**config.mk**
```make
export PLATFORM = sky130hd
export DESIGN_NAME = contador_asc_desc
export DESIGN_NICKNAME = d
export VERILOG_FILES = /design/src/rtl/contador_asc_desc.sv
export SDC_FILE = /design/constraint.sdc
export NUM_CORES = 1
export LEC_CHECK = 0
export ABC_AREA = 1
export BUFFER_PORTS_ARGS = -buffer_cell sky130_fd_sc_hd__buf_4
export CORE_AREA = 2 2 39 41
export CTS_CLUSTER_DIAMETER = 80
export DETAILED_ROUTE_END_ITERATION = 6
export DIE_AREA = 0 0 41 43
export PLACE_DENSITY = 0.5
export SLEW_MARGIN = 20
export SYNTH_ARGS = -nofsm -noshare
export SYNTH_HDL_FRONTEND = slang
export SYNTH_SLANG_ARGS = --single-unit
```
**constraint.sdc**
```tcl
create_clock -name clk -period 1.6 [get_ports clk]
set_clock_uncertainty 0.1 [all_clocks]
set_input_delay 0.32 -clock clk [delete_from_list [all_inputs] [get_ports clk]]
set_output_delay 0.32 -clock clk [all_outputs]
set_load 0.02 [all_outputs]
```
**src/rtl/contador_asc_desc.sv**
```systemverilog
// rtl/contador_asc_desc.sv - modulo-(MAX+1) up/down counter with load, terminal-count pulse and optional prescaler (CONTADOR_ASC_DESC_PRESCALER_EN)
module contador_asc_desc #(
  parameter int MAX = 7,
  parameter int DIV = 50000000
) (
  input  logic       clk,
  input  logic       rst_n,
  input  logic       en,
  input  logic       up,
  input  logic       load,
  input  logic [3:0] din,
  output logic       W,
  output logic       X,
  output logic       Y,
  output logic       Z,
  output logic       tc
);

  localparam logic [3:0] MAX_V = 4'(MAX);

  // Reject parameter values the 4-bit datapath and the prescaler cannot honour.
  if (MAX < 1 || MAX > 15 || DIV < 1) begin : g_bad_param
    $error("contador_asc_desc: MAX must be 1..15 and DIV must be >= 1");
  end

  logic [3:0] cnt_q;
  logic [3:0] cnt_d;
  logic       tc_q;
  logic       tc_d;
  logic       tick;

`ifdef CONTADOR_ASC_DESC_PRESCALER_EN
  localparam int PRE_W = (DIV > 1) ? $clog2(DIV) : 1;
  localparam logic [PRE_W-1:0] PRE_LAST = PRE_W'(DIV - 1);

  logic [PRE_W-1:0] pre_q;
  logic [PRE_W-1:0] pre_d;

  // Prescaler: restarts on load or tick, advances only while enabled.
  always_comb begin
    tick  = en && (pre_q == PRE_LAST);
    pre_d = pre_q;
    if (load) begin
      pre_d = '0;
    end else if (tick) begin
      pre_d = '0;
    end else if (en) begin
      pre_d = pre_q + 1'b1;
    end
  end

  // Prescaler register.
  always_ff @(posedge clk) begin
    if (!rst_n) begin
      pre_q <= '0;
    end else begin
      pre_q <= pre_d;
    end
  end
`else
  // Without the prescaler every enabled edge advances the count.
  always_comb begin
    tick = en;
  end
`endif

  // Next count and wrap pulse; load beats tick, a value above MAX wraps like an end-of-range.
  always_comb begin
    cnt_d = cnt_q;
    tc_d  = 1'b0;
    if (load) begin
      cnt_d = (din > MAX_V) ? MAX_V : din;
    end else if (tick) begin
      if (up) begin
        if (cnt_q >= MAX_V) begin
          cnt_d = 4'd0;
          tc_d  = (cnt_q == MAX_V);
        end else begin
          cnt_d = cnt_q + 4'd1;
        end
      end else begin
        if (cnt_q == 4'd0) begin
          cnt_d = MAX_V;
          tc_d  = 1'b1;
        end else if (cnt_q > MAX_V) begin
          cnt_d = MAX_V;
        end else begin
          cnt_d = cnt_q - 4'd1;
        end
      end
    end
  end

  // Count and terminal-count registers.
  always_ff @(posedge clk) begin
    if (!rst_n) begin
      cnt_q <= 4'd0;
      tc_q  <= 1'b0;
    end else begin
      cnt_q <= cnt_d;
      tc_q  <= tc_d;
    end
  end

  assign {W, X, Y, Z} = cnt_q;
  assign tc           = tc_q;

endmodule

```
==> flow_summary.ini <==
[timing]
setup_viol = 0
finalWorstSetupSlack_ps = 208
maxSlewHeadroom_pct = 80.9
hold_viol_final = 0
min_period_over_period_pct = 87.0
rsz0062_at_grt = false
drv_slew = 0
fmax_mhz = 718
finalWorstPathRequiredPeriod_ps = 1390
tns_ps = 0
whs_ps = 196
tightest_slew_ps = 286

[floorplanning]
floorplan.rows = 14
start_util_pct = 28.7
die_area_sq_mm = 0.00176
core_sq_mm = 0.00138
fp.dieH_um = 43
die_w_um = 41
num_io_pins = 14

[yosys]
ys_seq_area_share_pct = 25.2
synth_cell_type_count = 15
syn-mean-instance-area_sq_um = 5.75
ys_ff_latch = 5
synth_cells = 69
yosysWarnings = 0
synth_nets = 80
syn_area_sq_um = 397

[global_route]
track_usage_pct = 14.8
grt_pass1_vias = 429
grt_start_max_net_pins = 7
grt_overflow_total = 0
antenna_found_initial = 0
grt_pass1_wl_mm = 1.73

[setup_path]
max_stage_delay_ps = 440
reg2reg_depth = 8
cpMaxStageDelayCell = dfxtp_1
cp-start-kind = flip-flop
required_ps = 1630
rr_endpoint = cnt_q[2]
critical_path_buf_inv_count = 1
crit_fanout = 6
path_cells = inv_1, ha_1, nand2_2, nand2_2, o21ai_1, o21ai_1, nand2_1, nand2_1
crit_type = flip-flop to flip-flop
reg2reg_setup_slack_ps = 210
path_delay_family = flip-flops
worst_r2r_startpoint = cnt_q[1]
arrival_ps = 1420
end_kind = flip-flop

[finish]
final_area_sq_um = 541
final_common_cell = nand2_1
seqCellArea_sq_um = 100
drive_gt1_share_pct = 27.9
area_growth_pct = 36.3
mostFrequentLayoutCells = nand2_1 (20), buf_4 (13), nor2_1 (11)
diodes = 0
fill_cells = 160
num-nets-final = 98
multi_input_area_sq_um = 251
final_cell_count_no_fill = 102

[placement]
port-buffer-count = 13
gp_congestion = 0.692
dp_cells = 98
post-dp-hpwl_um = 829
place_area_sq_um = 514
pre_cts_slack_ps = 226

[cts]
tritoncts = done
clk_latency_ps = 250
clkTransAtPathRegs_ps = 50
numCtsBuffers = 3
cts_hold_buf = 0
post_cts_buffers = 0
clock-sinks = 5
cts_resized = 0
cts-root-buf = clkbuf_4
cts_buffer_depth = 2
cts-htree-levels = 1

[routing]
wl_per_cell_um = 9.66
drc_errors = 0
drt_iter0_drc = 4
drt-total-wl_um = 985
via_per_inst = 4.64
first_pass_iters = 4
ant_nets = 0
vias = 473

[hold_path]
hold_end = cnt_q[1]
holdPathStages = 3
hold_start = rst_n
hold_class = primary input to flip-flop

[power]
p_leak_nw = 0.290
vdd_drop_max_uv = 318
powerDensity_mw_per_mm2 = 766

[outcome]
status = finished, final reports clean

[run]
max_cap_violations = 0
==> synthesized netlist by cell type <==
cell type,instances,area share (%)
nand2_1,20,19
nor2_1,11,10
inv_1,8,7.6
dfxtp_1,5,25
inv_2,4,3.8
o21ai_1,4,5.0
a21oi_1,3,3.8
nand3_1,3,3.8
ha_1,2,6.3
nand2_2,2,3.2
nand4_1,2,3.2
o21ai_0,2,2.5
a21oi_2,1,2.2
nor2_4,1,2.8
nor3_1,1,1.3
==> state kept, by name, summed over array words and instances (netlist names) <==
| name | flops |
|---|---|
| cnt_q | 4 |
| tc | 1 |
==> through the flow <==
stage,total power [mW],util (%)
floorplan,0.219,-
global placement,0.267,37.2
detailed placement,0.265,37.2
CTS,0.422,39.1
global route,0.446,39.1
finish,0.414,39.1
==> cells by family (layout without fill, tap and decap cells) <==
group	count (synthesis)	after routing	synth area share, %
flip-flops	5	5	25.2
adder cells (fa/ha/maj)	2	2	6.31
AND/OR/NAND/NOR	40	40	43.5
AO/OA/AOI/OAI	10	10	13.6
buffers and inverters	12	29	11.4
==> per-layer routing <==
metal	global-route usage (%)	routed length, um
met5	0	0
met4	8.00	0
met3	3.14	60
met2	21.3	481
met1	19.6	443
==> worst reg2reg max path, cell delays in order (launching register included) <==
cell and delay, ps:
dfxtp_1 440, inv_1 70, ha_1 240, nand2_2 90, nand2_2 50, o21ai_1 110
o21ai_1 70, nand2_1 50, nand2_1 40
==> report_power, final <==
| part | total (mW) | internal [mW] | switching [mW] |
|---|---|---|---|
| logic | 0.117 | 0.0513 | 0.0654 |
| registers | 0.145 | 0.133 | 0.0119 |
| clock network | 0.152 | 0.0947 | 0.0578 |
| total | 0.414 | 0.279 | 0.135 |
==> worst max-delay path by stage <==
stage | start | to | slack [ps] | cells after the start
floorplan | cnt_q[0] | cnt_q[2] | 180 | 8
global placement | cnt_q[0] | cnt_q[2] | 210 | 8
detailed placement | cnt_q[0] | cnt_q[2] | 230 | 8
CTS | cnt_q[0] | cnt_q[2] | 200 | 8
global route | cnt_q[0] | cnt_q[2] | 50 | 8
finish | cnt_q[1] | cnt_q[2] | 210 | 8
==> area by class of cell <==
| class | count | share of cell area, % |
|---|---|---|
| repair buffers | 13 | 18.1 |
| inverters | 12 | 8.33 |
| flip-flops and latches | 5 | 18.5 |
| clock buffers | 4 | 4.86 |
| multi-input cells | 52 | 46.5 |
| well taps | 16 | 3.70 |
No activity file was read; power rests on OpenSTA's default activity.
